`config.mk`:
```
export PLATFORM = sky130hd
export DESIGN_NAME = ram_port_arbiter_flat
export DESIGN_NICKNAME = d
export VERILOG_FILES = /design/src/rtl/ram_port_arbiter_if.sv /design/src/rtl/ram_port_arbiter.sv /design/src/flat_wrapper.sv
export SDC_FILE = /design/constraint.sdc
export NUM_CORES = 1
export LEC_CHECK = 0
export ABC_CLOCK_PERIOD_IN_PS = 1800
export BUFFER_PORTS_ARGS = -buffer_cell sky130_fd_sc_hd__buf_2
export CORE_AREA = 4 4 269 271
export DETAILED_ROUTE_END_ITERATION = 6
export DIE_AREA = 0 0 273 275
export GPL_ROUTABILITY_DRIVEN = 0
export PLACE_DENSITY = 0.3
export SLEW_MARGIN = 20
export SYNTH_ARGS = -nofsm -noshare
export SYNTH_HDL_FRONTEND = slang
export SYNTH_SLANG_ARGS = --single-unit
```
`constraint.sdc`:
```
create_clock -name clk -period 1.8 [get_ports clk]
set_input_delay 0.18 -clock clk [delete_from_list [all_inputs] [get_ports clk]]
set_output_delay 0.18 -clock clk [all_outputs]
set_load 0.02 [all_outputs]
```
`src/rtl/ram_port_arbiter_if.sv`:
```
// Client-side bundle for ram_port_arbiter: N_RD read channels with a shared return bus
// and one write channel.
interface ram_port_arbiter_if #(
    parameter int unsigned N_RD   = 2,
    parameter int unsigned ADDR_W = 28,
    parameter int unsigned DATA_W = 128
);
    logic [N_RD-1:0]        rd_req;
    logic [N_RD*ADDR_W-1:0] rd_addr;
    logic [N_RD-1:0]        rd_ready;
    logic [N_RD-1:0]        rd_valid;
    logic [DATA_W-1:0]      rd_data;
    logic                   wr_req;
    logic                   wr_ready;
    logic [ADDR_W-1:0]      wr_addr;
    logic [DATA_W-1:0]      wr_data;
    logic [DATA_W/8-1:0]    wr_strb;

    modport master (
        output rd_req, rd_addr, wr_req, wr_addr, wr_data, wr_strb,
        input  rd_ready, rd_valid, rd_data, wr_ready
    );

    modport slave (
        input  rd_req, rd_addr, wr_req, wr_addr, wr_data, wr_strb,
        output rd_ready, rd_valid, rd_data, wr_ready
    );
endinterface

```
`src/rtl/ram_port_arbiter.sv`:
```
// Shares one fixed-latency single-port memory among N_RD read channels and one write channel.
// Optional traffic counters are enabled with the RAM_PORT_PERF_CNT_EN macro.
module ram_port_arbiter #(
    parameter int unsigned N_RD     = 2,
    parameter int unsigned ADDR_W   = 28,
    parameter int unsigned DATA_W   = 128,
    parameter int unsigned RD_LAT   = 2,
    parameter int unsigned WR_BURST = 4
) (
    input  logic                        clk,
    input  logic                        rstn,
    ram_port_arbiter_if.slave           bus,
    output logic                        mem_en,
    output logic                        mem_we,
    output logic [ADDR_W-1:0]           mem_addr,
    output logic [DATA_W-1:0]           mem_wdata,
    output logic [DATA_W/8-1:0]         mem_wstrb,
    input  logic [DATA_W-1:0]           mem_rdata,
    input  logic [2+$clog2(N_RD)-1:0]   perf_sel,
    output logic [31:0]                 perf_data
);
    localparam int unsigned PTR_W  = (N_RD > 1) ? $clog2(N_RD) : 1;
    localparam int unsigned RUN_W  = $clog2(WR_BURST + 1);
    localparam int unsigned STRB_W = DATA_W / 8;

    logic [PTR_W-1:0] rr_q, rr_d;
    logic [RUN_W-1:0] wr_run_q, wr_run_d;
    logic             any_rd, wr_block, wr_gnt, rd_any_gnt;
    logic [N_RD-1:0]  rd_gnt;
    logic [PTR_W-1:0] rd_idx;
    int unsigned      cand;

    logic [RD_LAT-1:0] tag_vld_q;
    logic [PTR_W-1:0]  tag_ch_q [RD_LAT];

    assign any_rd   = |bus.rd_req;
    assign wr_block = (wr_run_q == RUN_W'(WR_BURST)) && any_rd;
    // Grants are gated by rstn so every output is 0 while reset is held.
    assign wr_gnt   = rstn && bus.wr_req && !wr_block;

    // Scan downwards so the channel closest to the rr pointer is the last one assigned.
    always_comb begin
        rd_idx     = '0;
        rd_any_gnt = 1'b0;
        cand       = 0;
        if (rstn && !wr_gnt) begin
            for (int i = int'(N_RD) - 1; i >= 0; i--) begin
                cand = (32'(rr_q) + 32'(i)) % N_RD;
                if (bus.rd_req[cand]) begin
                    rd_idx     = PTR_W'(cand);
                    rd_any_gnt = 1'b1;
                end
            end
        end
        rd_gnt = '0;
        rd_gnt[rd_idx] = rd_any_gnt;
    end

    always_comb begin
        rr_d = rr_q;
        if (rd_any_gnt) begin
            rr_d = (rd_idx == PTR_W'(N_RD - 1)) ? '0 : rd_idx + PTR_W'(1);
        end
        wr_run_d = '0;
        if (wr_gnt && any_rd) begin
            wr_run_d = (wr_run_q == RUN_W'(WR_BURST)) ? wr_run_q : wr_run_q + RUN_W'(1);
        end
    end

    always_comb begin
        mem_en    = wr_gnt | rd_any_gnt;
        mem_we    = wr_gnt;
        mem_addr  = '0;
        mem_wdata = '0;
        mem_wstrb = '0;
        if (wr_gnt) begin
            mem_addr  = bus.wr_addr;
            mem_wdata = bus.wr_data;
            mem_wstrb = bus.wr_strb;
        end else if (rd_any_gnt) begin
            mem_addr  = bus.rd_addr[rd_idx*ADDR_W +: ADDR_W];
        end
    end

    always_ff @(posedge clk or negedge rstn) begin
        if (!rstn) begin
            rr_q      <= '0;
            wr_run_q  <= '0;
            tag_vld_q <= '0;
            for (int i = 0; i < int'(RD_LAT); i++) begin
                tag_ch_q[i] <= '0;
            end
        end else begin
            rr_q         <= rr_d;
            wr_run_q     <= wr_run_d;
            tag_vld_q[0] <= rd_any_gnt;
            tag_ch_q[0]  <= rd_idx;
            for (int i = 1; i < int'(RD_LAT); i++) begin
                tag_vld_q[i] <= tag_vld_q[i-1];
                tag_ch_q[i]  <= tag_ch_q[i-1];
            end
        end
    end

    always_comb begin
        bus.rd_valid = '0;
        bus.rd_valid[tag_ch_q[RD_LAT-1]] = tag_vld_q[RD_LAT-1];
        bus.rd_data  = tag_vld_q[RD_LAT-1] ? mem_rdata : '0;
    end

    assign bus.rd_ready = rd_gnt;
    assign bus.wr_ready = wr_gnt;

`ifdef RAM_PORT_PERF_CNT_EN
    localparam int unsigned CH_W = $clog2(N_RD);

    logic [31:0] rd_bytes_q [N_RD];
    logic [31:0] rd_stall_q [N_RD];
    logic [31:0] wr_bytes_q, wr_stall_q, perf_data_q, perf_data_d, strb_cnt;
    int unsigned sel_chan;
    logic [1:0]  sel_type;

    always_comb begin
        strb_cnt = '0;
        for (int b = 0; b < int'(STRB_W); b++) begin
            strb_cnt = strb_cnt + 32'(bus.wr_strb[b]);
        end
    end

    // Masking rather than slicing keeps N_RD == 1 (empty chan field) legal.
    always_comb begin
        sel_chan    = 32'(perf_sel) & ((32'd1 << CH_W) - 32'd1);
        sel_type    = 2'(32'(perf_sel) >> CH_W);
        perf_data_d = '0;
        case (sel_type)
            2'd0:    if (sel_chan < N_RD) perf_data_d = rd_bytes_q[sel_chan];
            2'd1:    if (sel_chan < N_RD) perf_data_d = rd_stall_q[sel_chan];
            2'd2:    perf_data_d = wr_bytes_q;
            default: perf_data_d = wr_stall_q;
        endcase
    end

    always_ff @(posedge clk or negedge rstn) begin
        if (!rstn) begin
            for (int i = 0; i < int'(N_RD); i++) begin
                rd_bytes_q[i] <= '0;
                rd_stall_q[i] <= '0;
            end
            wr_bytes_q  <= '0;
            wr_stall_q  <= '0;
            perf_data_q <= '0;
        end else begin
            for (int i = 0; i < int'(N_RD); i++) begin
                if (rd_gnt[i]) rd_bytes_q[i] <= rd_bytes_q[i] + 32'(STRB_W);
                if (bus.rd_req[i] && !rd_gnt[i]) rd_stall_q[i] <= rd_stall_q[i] + 32'd1;
            end
            if (wr_gnt) wr_bytes_q <= wr_bytes_q + strb_cnt;
            if (bus.wr_req && !wr_gnt) wr_stall_q <= wr_stall_q + 32'd1;
            perf_data_q <= perf_data_d;
        end
    end

    assign perf_data = perf_data_q;
`else
    logic unused_perf_sel;
    assign unused_perf_sel = ^perf_sel;
    assign perf_data       = '0;
`endif
endmodule

```
`src/flat_wrapper.sv`:
```
// flat-port wrapper written by rule: the top's interface ports become plain ports
module ram_port_arbiter_flat 
#(
    parameter int unsigned N_RD     = 2,
    parameter int unsigned ADDR_W   = 28,
    parameter int unsigned DATA_W   = 128,
    parameter int unsigned RD_LAT   = 2,
    parameter int unsigned WR_BURST = 4
)
  (clk, rstn, mem_en, mem_we, mem_addr, mem_wdata, mem_wstrb, mem_rdata, perf_sel, perf_data, bus_rd_req, bus_rd_addr, bus_wr_req, bus_wr_addr, bus_wr_data, bus_wr_strb, bus_rd_ready, bus_rd_valid, bus_rd_data, bus_wr_ready);
  ram_port_arbiter_if #(.N_RD(N_RD), .ADDR_W(ADDR_W), .DATA_W(DATA_W)) bus_i ();
  input  logic clk;
  input  logic rstn;
  output logic mem_en;
  output logic mem_we;
  output logic [ADDR_W-1:0] mem_addr;
  output logic [DATA_W-1:0] mem_wdata;
  output logic [DATA_W/8-1:0] mem_wstrb;
  input  logic [DATA_W-1:0] mem_rdata;
  input  logic [2+$clog2(N_RD)-1:0] perf_sel;
  output logic [31:0] perf_data;
  input wire logic [$bits(bus_i.rd_req)-1:0] bus_rd_req;
  input wire logic [$bits(bus_i.rd_addr)-1:0] bus_rd_addr;
  input wire logic [$bits(bus_i.wr_req)-1:0] bus_wr_req;
  input wire logic [$bits(bus_i.wr_addr)-1:0] bus_wr_addr;
  input wire logic [$bits(bus_i.wr_data)-1:0] bus_wr_data;
  input wire logic [$bits(bus_i.wr_strb)-1:0] bus_wr_strb;
  output wire logic [$bits(bus_i.rd_ready)-1:0] bus_rd_ready;
  output wire logic [$bits(bus_i.rd_valid)-1:0] bus_rd_valid;
  output wire logic [$bits(bus_i.rd_data)-1:0] bus_rd_data;
  output wire logic [$bits(bus_i.wr_ready)-1:0] bus_wr_ready;
  assign bus_i.rd_req = bus_rd_req;
  assign bus_i.rd_addr = bus_rd_addr;
  assign bus_i.wr_req = bus_wr_req;
  assign bus_i.wr_addr = bus_wr_addr;
  assign bus_i.wr_data = bus_wr_data;
  assign bus_i.wr_strb = bus_wr_strb;
  assign bus_rd_ready = bus_i.rd_ready;
  assign bus_rd_valid = bus_i.rd_valid;
  assign bus_rd_data = bus_i.rd_data;
  assign bus_wr_ready = bus_i.wr_ready;
  ram_port_arbiter #(.N_RD(N_RD), .ADDR_W(ADDR_W), .DATA_W(DATA_W), .RD_LAT(RD_LAT), .WR_BURST(WR_BURST)) u_core (.clk(clk), .rstn(rstn), .bus(bus_i), .mem_en(mem_en), .mem_we(mem_we), .mem_addr(mem_addr), .mem_wdata(mem_wdata), .mem_wstrb(mem_wstrb), .mem_rdata(mem_rdata), .perf_sel(perf_sel), .perf_data(perf_data));
endmodule
```
# After elaboration in Yosys (flattened, before gate mapping)
# Index checks and enable logic that the tools add are counted.
# W data, S select, Z words.
[totals] regBits=8 latch_bits=0 ram_bits=0 romBits=0 inputBits=364 word_cells=53 mem_count=0
[op_classes] n_addsub=3 mul=1 n_div=0 n_lt_le_gt_ge=6 eq_ne=2 n_shift=1 n_mux=22 bitwise_logic=3 reduce_logical=10
[ops] cell="$mux W128" n=2
[ops] cell="$mux W28" n=2
[ops] cell="$shiftx A56 B7 Y28" n=1
[ops] cell="$mux W16" n=1
[ops] cell="$mux W1" n=13
[ops] cell="$lt A1 B2 Y1 const B" n=4
[ops] cell="$logic_and A1 B1 Y1" n=7
[ops] cell="$mux W3" n=2
[ops] cell="$and A2 B2 Y2" n=2
[ops] cell="$mul A1 B3 Y4 const B" n=1
[ops] cell="$add A3 B1 Y3 const B" n=1
[ops] cell="$eq A3 B3 Y1 const B" n=1
[ops] cell="$add A1 B1 Y1 const B" n=2
[ops] cell="$demux W1 S1" n=2
[ops] cell="$ge A1 B1 Y1 const B" n=2
[ops] cell="$logic_not A1 Y1" n=2
[ops] cell="$ne A2 B2 Y1 const B" n=1
[ops] cell="$reduce_or A2 Y1" n=1
[ops] cell="$or A1 B1 Y1" n=1

# Logic depth before layout (Yosys ltp)
[depth] word_depth=12 ltp_mapped=9

# Least setup slack after synthesis
# OpenSTA, ideal clock, no wires.
[synth_timing] kind="register -> output" start="register u_core.wr_run_q[0]" end="output mem_addr[10]" arrival_ps=1654 required_time_ps=1620 slack_ps=-34 stages_incl_launch_ff=8 cell_sequence="dfrtp_1 -> inv_1 -> ha_1 -> o211a_1 -> clkbuf_1 -> buf_2 -> nor3_1 -> a31oi_1"
[synth_via] elab_chain_cells=11 word_cells_on_any_way=12 cone_classes="mul: 1; eq/ne: 1; shift: 1; mux: 4; reduce/logical: 5"
[synth_lines] element="start, declared" line_no="ram_port_arbiter.sv:27" source="logic [RUN_W-1:0] wr_run_q, wr_run_d;"
[synth_lines] element="start signal, assigned" line_no="ram_port_arbiter.sv:95" source="wr_run_q <= wr_run_d;"
[synth_lines] element="$eq A3 B3 Y1 *" line_no="ram_port_arbiter.sv:37" source="assign wr_block = (wr_run_q == RUN_W'(WR_BURST)) && any_rd;"
[synth_lines] element="$logic_and A1 B1 Y1 *" line_no="ram_port_arbiter.sv:37"
[synth_lines] element="$logic_not A1 Y1 *" line_no="ram_port_arbiter.sv:39" source="assign wr_gnt = rstn && bus.wr_req && !wr_block;"
[synth_lines] element="$logic_and A1 B1 Y1 *" line_no="ram_port_arbiter.sv:39"
[synth_lines] element="$logic_not A1 Y1" line_no="ram_port_arbiter.sv:46" source="if (rstn && !wr_gnt) begin"
[synth_lines] element="$logic_and A1 B1 Y1" line_no="ram_port_arbiter.sv:46"
[synth_lines] element="$mux W1" line_no="ram_port_arbiter.sv:46"
[synth_lines] element="$mul A1 B3 Y4" line_no="ram_port_arbiter.sv:81" source="mem_addr = bus.rd_addr[rd_idx*ADDR_W +: ADDR_W];"
[synth_lines] element="$shiftx A56 B7 Y28" line_no="ram_port_arbiter.sv:81"
[synth_lines] element="$mux W28" line_no="ram_port_arbiter.sv:80" source="end else if (rd_any_gnt) begin"
[synth_lines] element="$mux W28 *" line_no="ram_port_arbiter.sv:76" source="if (wr_gnt) begin"
[synth_lines] element="end, declared" line_no="flat_wrapper.sv:16" source="output logic [ADDR_W-1:0] mem_addr;"
# Mark *: on every way between the ends. The rest lies on a longest branch, timed or not.

# Worst setup path after layout
[layout_timing] start="register u_core.wr_run_q[0]" end="output mem_addr[7]"
# Same word-level chain as after synthesis.

==> reports/results.txt <==
status = complete, but fails checks
failing checks = setup timing
Overall Global Routing Usage = 10.0%
largest net degree at the start of global routing = 68
Clk pin slew, worst setup/hold paths = 0.04 ns
nets = 1538
placeable core area = 69800 sq um
Cells after Synth = 508
commonest cells in the netlist = 275 x and2_1, 33 x buf_4, 33 x clkbuf_1
RSZ-0062 raised after global routing = true
Finished Core Util = 13.0%
skew final = 0.00235 ns
count leader, synth = and2_1
Worst Hold Path Cells = 3
Critical Path Start = u_core.wr_run_q[0]
Leakage = 4.68 nW
final worst-path setup slack = -0.283 ns
Finished Layout Cells = 2126
Core Rows = 97
H-tree levels = 1
Post-Syn Area = 3300 sq um
drt wl/cell = 20.5 um
WP data arrival = 1.90 ns
drt total wl = 43500 um
DRT Pass-1 Iters = 5
Max-cap violations = 0
Worst Setup End Kind = output pin
Hold WC Path Type = input port to flop
Via-to-Cell Ratio = 3.00
post-synth cell types = 28
# setup viols final = 175
Longest Clk Path Bufs = 2
Main synth FF type = dfrtp_1
power share of the combinational group = 79.8%
worst flop-to-flop path startpoint = u_core.wr_run_q[0]
Switching Share = 49.0%
DR DRC count = 0
Final TNS setup = -38.01 ns
Hold WS = 0.325 ns
Critical Path RT = 1.62 ns
CP max stage delay = 0.35 ns
hold_sp = bus_rd_req[1]
PwrDens = 324 nW/um^2
Die H = 275 um
GRT overflow = 0
Die ar. = 75100 sq um
CP startpoint kind = flop
YS warnings = 0
Yosys reg bits = 8
Avg Inst Size Synth = 6.50 sq um
CTS tree = built
FMAX = 0.480 GHz
FF-to-FF End = u_core.tag_vld_q[0]
Hold EP = u_core.rr_q
clock sinks = 8
placed cell count = 2094
initial antenna violation count = 42
root buffer cell = clkbuf_16
area fraction of the dominant cell type after synthesis = 52.1%
crit path cell chain = inv_2 -> ha_4 -> o211a_4 -> or2_4 -> buf_12 -> clkbuf_16 -> a31oi_2 -> buf_4
post-synthesis sequential area ratio = 6.06%
DP HPWL = 38100 um
first-pass GRT wire length = 52000 um
Final Power = 0.00294 W
cts bufs inserted = 3
Critical Path Fanout Max = 9
Internal Pwr Total = 0.00150 W
max-slew violations = 0
clock power share = 13.0%
Final Hold Viols = 0
1st-iter DRT viols = 295
CP max stage cell = dfrtp_1
Max VDD drop = 0.000184 V
Sequential Power Share = 7.2%
vias after detailed routing = 6384
leading post-synthesis cells by cell area = and2_1 52%, buf_4 7.5%, dfrtp_1 6.1%
R2R Setup Slk = 0.11 ns
post-route minimum period = 2.08 ns
critical path type = flop to output pin
largest area contributor in the netlist = and2_1
sw power = 0.00144 W
clock latency on the worst-skew pair = 0.23 ns
Reg2Reg Depth = 8
number of synthesized flops with an enable pin = 0
IO Count = 703
share of layout cells above drive strength 1 = 65.6%
final worst-path cycle share = 116%
vias in the first global route = 6227
number of nets still failing antenna checks after routing = 0
async set-reset flop share out of synthesis = 100%
die width = 273 um
IO Port Bufs = 667
Starting Density = 4.74%
Area growth, synth to finish = 175%
critical path, delay by kind of cell (launching register included):
family,cells,cell delay (ns)
and+or+nand+nor,1,0.29
buffers and inverters,4,0.57
adders and majority gates,1,0.16
AOI/OAI and AO/OA,2,0.27
DFF,1,0.35
per-stage QoR:
| stage | setup WS (ns) | instance area, sq um |
|---|---|---|
| after CTS | -0.279 | 8480 |
| after global routing | -0.350 | 9040 |
| final | -0.283 | 9070 |
| after floorplan | -0.0343 | 3450 |
| after detailed placement | -0.223 | 7760 |
| after global placement | -0.223 | 7760 |
power by group through the flow:
stage	Clock [W]	Sequential (W)	Combinational, W
after detailed placement	0	0.000214	0.00205
final	0.000383	0.000211	0.00235
after CTS	0.000397	0.000212	0.00223
after global routing	0.000412	0.000214	0.00250
after global placement	0	0.000214	0.00206
after floorplan	0	0.000202	0.00105
cells in the final DEF (no fill, tap or decap), types with 6 or more instances in the layout:
cell	instances
buf_2	532
and2_1	256
buf_6	89
buf_4	77
conb_1	32
nor3_1	30
nand4_1	28
nand3_1	28
and2_4	17
diode_2	15
a31oi_4	12
a31oi_2	10
a31oi_1	7
buf_12	7
dfrtp_1	7
clkbuf_16	6
repair_timing:
action | CTS | global route
endpoints found under the hold margin | 8 | 0
gates resized for setup | 161 | 131
setup endpoints to repair | 175 | 175
hold buffers | 1 | 0
setup buffers | 3 | 4
gates cloned | 2 | 3
pin swaps | 1 | 1
cell families after synthesis:
group           Yosys count  synth area share [%]
other cells               1                 0.113
buf+inv                  91                  18.1
xor+xnor                  1                 0.265
flops                     8                  6.06
simple gates            372                  68.1
compound gates           33                  6.63
fa+ha+maj                 2                 0.757
metal layers:
layer / GRT usage (%) / vias to the layer above / part of all wire [%]
li1: - / 2942 / -
met1: 13.8 / 2912 / 45
met2: 14.5 / 478 / 42
met3: 4.52 / 50 / 11
met4: 1.61 / 2 / 2.1
met5: 0 / - / 0.030
flip-flops by register name, summed over array words and instances (netlist names):
register          cells
u_core.tag_vld_q      2
u_core.tag_ch_q       2
u_core.rr_q           1
u_core.wr_run_q       3
layout make-up:
type | instances | area [sq um]
Sequential cell | 8 | 204
Antenna cell | 15 | 37.5
Timing Repair Buffer | 716 | 4620
Clock buffer | 4 | 78.8
Inverter | 3 | 23.8
Tap cell | 940 | 1180
Fill cell | 8136 | 60700
Multi-Input combinational cell | 440 | 2940
worst max path at each step:
stage / slack, ns / to
after CTS: -0.28 / mem_addr[0]
after floorplan: -0.03 / mem_addr[12]
after global routing: -0.35 / mem_wdata[122]
after detailed placement: -0.22 / mem_wdata[82]
after global placement: -0.22 / mem_addr[15]
final: -0.28 / mem_addr[7]
No activity file was read; power rests on OpenSTA's default activity.
